<file path="src/rtl/array_mult_pkg.sv">
// Shared constants and the arithmetic reference for the carry-save array multiplier.
package array_mult_pkg;

    localparam int DEFAULT_N = 4;
    localparam int MAX_N     = 16;

    // Plain-arithmetic result of a*b + si + ci at full extended width.
    function automatic logic [2*MAX_N:0] ref_product(
        input logic [MAX_N-1:0] a,
        input logic [MAX_N-1:0] b,
        input logic             si,
        input logic             ci
    );
        logic [2*MAX_N:0] wide_a;
        logic [2*MAX_N:0] wide_b;
        wide_a = (2*MAX_N+1)'(a);
        wide_b = (2*MAX_N+1)'(b);
        return wide_a * wide_b + (2*MAX_N+1)'(si) + (2*MAX_N+1)'(ci);
    endfunction

endpackage

</file>
<file path="src/rtl/mult_fa_cell.sv">
// One full-adder cell of the multiplier array.
module mult_fa_cell (
    input  logic a,
    input  logic b,
    input  logic cin,
    output logic sum,
    output logic cout
);

    assign sum  = a ^ b ^ cin;
    assign cout = (a & b) | (cin & (a ^ b));

endmodule

</file>
<file path="src/rtl/array_multiplier.sv">
// Unsigned NxN carry-save array multiplier computing a*b + si + ci, result registered once.
module array_multiplier
    import array_mult_pkg::*;
#(
    parameter int N = DEFAULT_N
) (
    input  logic           clk,
    input  logic           rst_n,
    input  logic [N-1:0]   a,
    input  logic [N-1:0]   b,
    input  logic           si,
    input  logic           ci,
    output logic [2*N-1:0] p,
    output logic           co
);

    logic [N-1:0]   pp [N];
    logic [2*N-1:0] prod;
    logic           carry;

    for (genvar i = 0; i < N; i++) begin : g_pp
        assign pp[i] = a & {N{b[i]}};
    end

    // Row 0 finalises bits 0 and 1 (cell 1 absorbs cell 0's carry); each later
    // carry-save row r finalises bit r+1, so the ripple row spans bits N..2N-1
    // and its last carry is a genuine bit 2N.
    for (genvar r = 0; r < N; r++) begin : g_row
        for (genvar j = 0; j < N; j++) begin : g_col
            logic x, y, z, s, c;

            if (r == 0) begin : g_x
                assign x = pp[0][j];
            end else if (r == 1 && j + 2 < N) begin : g_x
                assign x = g_row[0].g_col[j+2].s;
            end else if (r == 1 && j == N - 2) begin : g_x
                assign x = pp[1][N-1];
            end else if (r >= 2 && j < N - 1) begin : g_x
                assign x = g_row[r-1].g_col[j+1].s;
            end else begin : g_x
                assign x = 1'b0;
            end

            if (r == 0 && j == 0) begin : g_y
                assign y = si;
            end else if (r == 0) begin : g_y
                assign y = pp[1][j-1];
            end else if (r == 1 && j + 1 < N) begin : g_y
                assign y = g_row[0].g_col[j+1].c;
            end else if (r >= 2) begin : g_y
                assign y = g_row[r-1].g_col[j].c;
            end else begin : g_y
                assign y = 1'b0;
            end

            if (r == 0 && j == 0) begin : g_z
                assign z = ci;
            end else if (r == 0 && j == 1) begin : g_z
                assign z = g_row[0].g_col[0].c;
            end else if (r == 0) begin : g_z
                assign z = 1'b0;
            end else if (r == N - 1 && j == 0) begin : g_z
                assign z = 1'b0;
            end else if (r == N - 1) begin : g_z
                assign z = g_row[r].g_col[j-1].c;
            end else begin : g_z
                assign z = pp[r+1][j];
            end

            mult_fa_cell u_fa (
                .a    (x),
                .b    (y),
                .cin  (z),
                .sum  (s),
                .cout (c)
            );
        end
    end

    assign prod[0] = g_row[0].g_col[0].s;
    assign prod[1] = g_row[0].g_col[1].s;

    for (genvar r = 1; r < N - 1; r++) begin : g_low
        assign prod[r+1] = g_row[r].g_col[0].s;
    end

    for (genvar k = 0; k < N; k++) begin : g_high
        assign prod[N+k] = g_row[N-1].g_col[k].s;
    end

    assign carry = g_row[N-1].g_col[N-1].c;

    always_ff @(posedge clk or negedge rst_n) begin
        if (!rst_n) begin
            p  <= '0;
            co <= 1'b0;
        end else begin
            p  <= prod;
            co <= carry;
        end
    end

endmodule

</file>
<file path="config.mk">
export PLATFORM = sky130hd
export DESIGN_NAME = array_multiplier
export DESIGN_NICKNAME = d
export VERILOG_FILES = /design/src/rtl/array_mult_pkg.sv /design/src/rtl/mult_fa_cell.sv /design/src/rtl/array_multiplier.sv
export SDC_FILE = /design/constraint.sdc
export NUM_CORES = 1
export LEC_CHECK = 0
export BUFFER_PORTS_ARGS = -buffer_cell sky130_fd_sc_hd__buf_2
export CAP_MARGIN = 40
export CELL_PAD_IN_SITES_DETAIL_PLACEMENT = 1
export CELL_PAD_IN_SITES_GLOBAL_PLACEMENT = 2
export CORE_ASPECT_RATIO = 1.25
export CORE_MARGIN = 2
export CORE_UTILIZATION = 26
export CTS_CLUSTER_DIAMETER = 30
export DETAILED_ROUTE_END_ITERATION = 10
export PLACE_DENSITY = 0.68
export RECOVER_POWER = 50
export SYNTH_ARGS = -nofsm -noshare
export SYNTH_HDL_FRONTEND = slang
export SYNTH_SLANG_ARGS = --single-unit
export TNS_END_PERCENT = 30
</file>
<file path="constraint.sdc">
create_clock -name clk -period 0.8 [get_ports clk]
set_input_delay 0.12 -clock clk [delete_from_list [all_inputs] [get_ports clk]]
set_output_delay 0.12 -clock clk [all_outputs]
set_load 0.02 [all_outputs]
</file>
* Word-level counts from Yosys, hierarchy flattened *
Cells that the tools add are included.

word-level totals
  flip-flop bits (word level) = 8
  bits in latches = 0
  memory bits (writable) = 0
  ROM bits = 0
  output and inout bits = 9
  memories = 0

cells by class
  add/sub/neg operators = 0
  multiply operators = 0
  div/mod/pow operators = 0
  magnitude comparators = 0
  equal/unequal tests = 0
  shift-type cells = 0
  mux-type cells = 0
  bitwise operators = 60
  reductions and logical operators = 0

operators by type and width
  cell               count
  AND 1 bit          23
  bitwise XOR 1 bit  23
  AND 4 bit          4
  bitwise OR 1 bit   10

* Depth between registers and ports, before layout *
Gate-level depths: netlist of the first run.

  word-level depth = 17
  depth in mapped cells = 10
  depth with buffers taken out = 10

* Cells and area by module *
Synthesis of the first run repeated with hierarchy kept, for this count alone.

unflattened totals
  cell total of the unflattened synthesis = 42
  area total of the unflattened synthesis = 649.4 µm²

modules (own cells, without submodules)
  module            instances  cells each  area each (µm²)  seq. area each (µm²)
  array_multiplier  1          26          329.1            225.2
  mult_fa_cell      16         1           20.0             0.0

* Worst setup path after synthesis of the first run *
Ideal clock, no wire load.

  path kind = input port to flip-flop
  from = in b[0]
  to = reg p[6]
  data arrival time = 2.463 ns
  required time = 0.665 ns
  slack = -1.798 ns
  cell stages on the path = 7
  path buffers = 0
  path through = and2_1 > ha_1 > fa_1 > fa_1 > ha_1 > fa_1 > fa_1

between the ends
  cells in the longest elaborated chain, start to end = 16
  elaborated cells between the ends (all ways) = 48
  those cells by class = bitwise (48)

ends and longest elaborated chain
  what                     line                    source
  start, declared          array_multiplier.sv:10  input logic [N-1:0] b,
  AND 4 bit (*)            array_multiplier.sv:22  assign pp[i] = a & {N{b[i]}};
  bitwise XOR 1 bit        mult_fa_cell.sv:11      assign cout = (a & b) | (cin & (a ^ b));
  AND 1 bit                mult_fa_cell.sv:11
  bitwise OR 1 bit         mult_fa_cell.sv:11
  AND 1 bit                mult_fa_cell.sv:11
  bitwise OR 1 bit         mult_fa_cell.sv:11
  bitwise XOR 1 bit        mult_fa_cell.sv:11
  AND 1 bit                mult_fa_cell.sv:11
  bitwise OR 1 bit         mult_fa_cell.sv:11
  bitwise XOR 1 bit        mult_fa_cell.sv:11
  AND 1 bit                mult_fa_cell.sv:11
  bitwise OR 1 bit         mult_fa_cell.sv:11
  AND 1 bit (2 in a row)   mult_fa_cell.sv:11
  bitwise OR 1 bit         mult_fa_cell.sv:11
  bitwise XOR 1 bit (*)    mult_fa_cell.sv:10      assign sum = a ^ b ^ cin;
  via g_row[3].g_col[2].s  array_multiplier.sv:30  logic x, y, z, s, c;
  end signal, assigned     array_multiplier.sv:98  p <= prod;
  end, declared            array_multiplier.sv:13  output logic [2*N-1:0] p,

Mark *: on every way through the listed nets, which the timed path passes. The rest lies on a longest branch.

* Worst setup path in the final report of the first run *
Same ends and word-level chain as after synthesis.

==> reports/metrics.csv, run 1 <==
stage,metric,value,unit
outcome,status,"complete, but fails checks",
outcome,failing checks,setup timing,
die,die width,46.0,um
critical_path,CP Class,primary input to flip-flop,
logic_synthesis,"Avg Cell Area, Syn",11.9,um^2
critical_path,critical-path cell list,buf_8 > and2_4 > fa_2 > fa_2 > inv_2 > fa_2 > fa_2 > inv_2 > ha_4 > fa_2 > fa_2,
logic_synthesis,most common library cells after synthesis,"and2_1 (12), fa_1 (10), inv_1 (9)",
power_and_ir_drop,Leakage,0.416,nW
critical_path,startpoint class of the critical path,primary input,
min_path,Cells on Worst Hold Path,2,
power_and_ir_drop,sequential cell fraction of total power,37.9,%
finish,Area growth syn-to-layout,46.3,%
detailed_routing,aggregate routed wire length,1110,um
power_and_ir_drop,internal power,0.909,mW
detailed_routing,Via Count,409,
die,# rows,19,
logic_synthesis,"area leader, netlist",dfrtp_1,
timing,fmax,0.420,GHz
logic_synthesis,Post-synth EDFFs,0,
placement,routability congestion estimate,0.744,
placement,dpl hpwl,1040,um
finish,NumNets Final,103,
min_path,hold wc startpoint,ci,
cts,Clock Pin Slew Worst Setup and Hold Paths,0.05,ns
power_and_ir_drop,Switching Share,33.4,%
logic_synthesis,ys async rst share,100,%
placement,post-placement setup slack,-1.90,ns
timing,Tmin final,2.38,ns
logic_synthesis,Area contributors post-synth,"dfrtp_1 (35%), fa_1 (35%), and2_1 (13%)",
detailed_routing,WL met3,28,um
cts,CTS H-tree depth,1,
finish,layout cells sized above 1,56.6,%
logic_synthesis,Netlist cell types,8,
placement,placed cell count,93,
logic_synthesis,Yosys top cell area share,34.9,%
finish,Regs by FF count,p (8),
detailed_routing,vias per cell,4.22,
die,I/O pins,21,
logic_synthesis,"flops & latches, synth",8,
power_and_ir_drop,power consumption,1.37,mW
finish,fillers,239,
detailed_routing,Routed Antenna Nets,0,
critical_path,Worst Path Arrival,2.56,ns
power_and_ir_drop,NetSw,0.457,mW
critical_path,Worst EP required,0.98,ns
finish,final instance area,838,um^2
timing,unrepaired setup endpoints after global routing,yes,
die,Die Y,56.5,um
logic_synthesis,synth warn,0,
timing,Fin. Hold Viols,0,
timing,final worst slack,-1.58,ns
detailed_routing,DRC violations left,0,
critical_path,Max Fanout on Critical Path,4,
finish,Finished Core Util,39.2,%
min_path,hold worst-path end,p[0],
finish,max reg flops,8,
detailed_routing,router iterations before antenna repair,2,
critical_path,CP peak stage delay,0.52,ns
timing,# setup viols final,15,
finish,Finished Layout Cells,97,
critical_path,most frequent CP cell,fa_2,
logic_synthesis,sequential fraction of the synthesis area,34.9,%
logic_synthesis,"count leader, synth",and2_1,
logic_synthesis,Mapped Nets,73,
detailed_routing,uppermost layer routed,met3,
placement,Placed Area,747,um^2
timing,Setup Total Neg Slack,-7.37,ns
run,Max Cap Viol,0,
detailed_routing,WL per Instance,11.4,um
cts,CTS tree,done,
detailed_routing,M1 WL,350,um
global_route,GRT Total Usage,10.4,%
logic_synthesis,Cells after Synth,48,
power_and_ir_drop,clock network fraction of design power,20.8,%
die,core area,2140,um^2
critical_path,Crit. End Element,flip-flop,
global_route,initial antenna violation count,0,
cts,Root Buffer,clkbuf_4,
global_route,first-pass GRT wire length,1940,um
timing,Final Cycle Share,298,%
die,die area,2600,um^2
power_and_ir_drop,logic gate share of total power,41.3,%
global_route,pin count of the biggest net entering global routing,9,
die,Initial Utilization,26.8,%
min_path,Hold Crit Class,primary input to flip-flop,
detailed_routing,Met2 Routed Length,729,um
cts,clk sink count,8,
global_route,total grt overflow,0,
timing,Hold WS,0.184,ns
finish,Biggest register,p,
timing,Max Slew Vio Count,0,
global_route,number of global-route vias before repair,483,
logic_synthesis,Post-Syn Area,573,um^2
placement,IO Port Bufs,19,
power_and_ir_drop,VDD IR max,515,uV
finish,Antenna Cells,0,
cts,Post-CTS Setup Bufs,0,
critical_path,Worst path slowest cell,fa_2,
logic_synthesis,top_reg_cell synth,dfrtp_1,
cts,CTS buffer count,3,
cts,Clock Tree Buf Depth,2,
detailed_routing,Iteration-0 DRC Markers,2,
power_and_ir_drop,Power Density,1630,nW/um^2
[worst max-delay path: cells and delay by family]
family | cells | cell delay, ns
fa+ha+maj | 7 | 2.09
buf+inv | 3 | 0.21
simple gates | 1 | 0.15
[what timing repair did]
item,4_1_cts,5_1_grt
pin swaps,1,3
endpoints found under the setup margin,15,15
gates resized for setup,15,1
hold endpoints to repair,8,0
hold buffers,1,0
[cell families after synthesis]
group | after synthesis | share of synthesized area, %
DFF | 8 | 34.9
other | 1 | 0.654
buffers and inverters | 10 | 7.21
and+or+nand+nor | 16 | 15.7
adders and majority gates | 13 | 41.5
[cells in the final DEF (no fill, tap or decap)]
master	instances
and2_4	3
fa_2	7
buf_4	6
and2_1	9
ha_2	1
dfrtp_1	8
dlygate4sd3_1	1
buf_6	2
clkbuf_4	3
buf_8	1
conb_1	1
clkbuf_1	1
buf_2	15
nand2_1	4
inv_1	6
ha_4	2
fa_1	3
inv_2	3
[worst max-delay path by stage]
stage | from | to | slack [ns]
finish | b[0] | p[6] | -1.58
CTS | b[0] | p[6] | -1.59
global placement | b[1] | p[6] | -1.85
floorplan | b[1] | p[6] | -1.64
detailed placement | b[1] | p[6] | -1.90
global route | b[0] | p[6] | -1.63
[per-layer routing]
| metal | GRT usage [%] | vias to the layer above |
|---|---|---|
| met1 | 9.31 | 205 |
| met2 | 20.8 | 12 |
| li1 | - | 192 |
| met3 | 0.965 | 0 |
| met5 | 0 | - |
| met4 | 4.90 | 0 |
[final cells by class]
type / count / area [um^2] / share of cell area, %
sequential: 8 / 200 / 23.9
clock buffer: 3 / 22.5 / 2.69
inverter: 9 / 33.8 / 4.03
tap: 21 / 26.3 / 3.13
timing repair buffer: 26 / 171 / 20.4
multi-input combinational: 30 / 384 / 45.8
[power groups by stage]
stage	clock network [mW]	logic (mW)	registers (mW)
global route	0.318	0.635	0.529
global placement	0	0.490	0.519
finish	0.284	0.565	0.518
CTS	0.299	0.581	0.521
floorplan	0	0.174	0.652
detailed placement	0	0.522	0.527
No activity file was read; power rests on OpenSTA's default activity.
==> run 2, diff against run 1 <==
Settings changed: REMOVE_ABC_BUFFERS set to 1.
==> reports/metrics.csv, run 2 (synthesized netlist as in run 1, its figures left out) <==
stage,metric,value,unit
outcome,status,"complete, but fails checks",
outcome,failing checks,setup timing,
timing,Fin. Hold Viols,0,
power_and_ir_drop,logic gate share of total power,41.7,%
timing,# setup viols final,15,
power_and_ir_drop,sequential cell fraction of total power,37.7,%
timing,Tmin final,2.35,ns
finish,"commonest non-fill, non-tap cells in the layout","buf_2 (12), and2_1 (8), dfrtp_1 (8), fa_2 (6)",
cts,Root Buffer,clkbuf_4,
cts,CTS buffer count,3,
detailed_routing,aggregate routed wire length,1090,um
power_and_ir_drop,VDD IR max,513,uV
global_route,initial antenna violation count,0,
timing,Final Cycle Share,293,%
critical_path,Worst EP required,0.91,ns
critical_path,startpoint class of the critical path,primary input,
cts,Post-CTS Setup Bufs,0,
die,I/O pins,21,
power_and_ir_drop,clock network fraction of design power,20.5,%
finish,layout cells sized above 1,57.3,%
power_and_ir_drop,Leakage,0.422,nW
power_and_ir_drop,Switching Share,32.6,%
global_route,number of global-route vias before repair,414,
finish,Biggest register,p,
global_route,total grt overflow,0,
timing,Max Slew Vio Count,0,
finish,NumNets Final,102,
timing,fmax,0.426,GHz
finish,max reg flops,8,
timing,final worst slack,-1.55,ns
detailed_routing,router iterations before antenna repair,3,
die,die width,46.0,um
power_and_ir_drop,NetSw,0.445,mW
cts,clk sink count,8,
run,Max Cap Viol,0,
die,die area,2600,um^2
die,core area,2140,um^2
detailed_routing,vias per cell,4.19,
detailed_routing,Iteration-0 DRC Markers,2,
placement,routability congestion estimate,0.748,
finish,Antenna Cells,0,
detailed_routing,Routed Antenna Nets,0,
placement,Placed Area,724,um^2
timing,unrepaired setup endpoints after global routing,yes,
critical_path,Worst Path Arrival,2.46,ns
global_route,pin count of the biggest net entering global routing,9,
detailed_routing,Via Count,402,
finish,"commonest non-fill, non-tap cell in the layout",buf_2,
global_route,GRT Total Usage,9.53,%
critical_path,CP Class,primary input to flip-flop,
detailed_routing,WL per Instance,11.3,um
finish,final instance area,860,um^2
critical_path,Crit. End Element,flip-flop,
power_and_ir_drop,Power Density,1590,nW/um^2
cts,Clock Pin Slew Worst Setup and Hold Paths,0.05,ns
placement,dpl hpwl,943,um
placement,IO Port Bufs,19,
cts,CTS tree,done,
power_and_ir_drop,internal power,0.919,mW
finish,Area growth syn-to-layout,50.0,%
min_path,Hold Crit Class,primary input to flip-flop,
finish,fillers,233,
critical_path,Max Fanout on Critical Path,2,
cts,CTS H-tree depth,1,
global_route,first-pass GRT wire length,1770,um
detailed_routing,DRC violations left,0,
cts,Clock Tree Buf Depth,2,
die,# rows,19,
die,Die Y,56.5,um
finish,Regs by FF count,p (8),
finish,Finished Core Util,40.2,%
die,Initial Utilization,26.8,%
[run 2: cell count changes in the layout (fill, tap and decap cells not counted), sizes merged]
cell	change
buf	-1
[run 2: power groups by stage]
stage / combinational, mW / clock, mW / sequential (mW)
after global placement: 0.475 / 0 / 0.520
after detailed placement: 0.490 / 0 / 0.520
after floorplan: 0.161 / 0 / 0.652
after global routing: 0.640 / 0.308 / 0.522
after CTS: 0.565 / 0.300 / 0.513
final: 0.569 / 0.280 / 0.515
[run 2: worst max-delay path, cell delays in order]
cell and delay [ns]:
buf_6 0.09, and2_4 0.15, fa_2 0.33, fa_2 0.34, inv_2 0.07, fa_2 0.20
fa_2 0.20, inv_2 0.04, ha_4 0.15, fa_2 0.33, fa_1 0.43
[run 2: path summary, 6_finish.rpt]
check	from	to	slack (ns)	cells after the start
max	a[0]	p[6]	-1.55	11
min	ci	p[0]	0.19	2
max in group asynchronous	rst_n	p[5]	0.19	2
min in group asynchronous	rst_n	p[3]	0.33	2
[run 2: what timing repair did]
item | CTS | global route
endpoints found under the setup margin | 15 | 15
gates resized for setup | 25 | 4
hold endpoints to repair | 8 | 0
hold buffers | 1 | 0
pin swaps | 14 | 7
[run 2: layout make-up]
type                    instances  area (um^2)  area share (%)
clock buffers                   3         22.5            2.62
inverters                       9         33.8            3.93
multi-input cells              30          394            45.9
flip-flops and latches          8          200            23.3
well taps                      21         26.3            3.06
repair buffers                 25          183            21.3
[run 2: through the flow]
step           instances  setup slack, ns  hold slack [ns]  TNS (ns)  total power, mW
2_1_floorplan         47            -1.80           -0.176     -8.31            0.813
3_3_place_gp          92            -1.97          -0.0383     -9.63            0.995
3_5_place_dp          92            -2.05          -0.0367     -9.90             1.01
4_1_cts               96            -1.66            0.176     -7.68             1.38
5_1_grt               96            -1.61            0.198     -7.62             1.47
6_report              96            -1.55            0.192     -7.16             1.36
[run 2: routing by layer]
layer	up-vias	global-route usage, %	routed length (um)
met2	15	17.3	658
li1	190	-	-
met5	-	0	0
met3	2	1.29	48
met1	195	9.29	364
met4	0	6.12	16
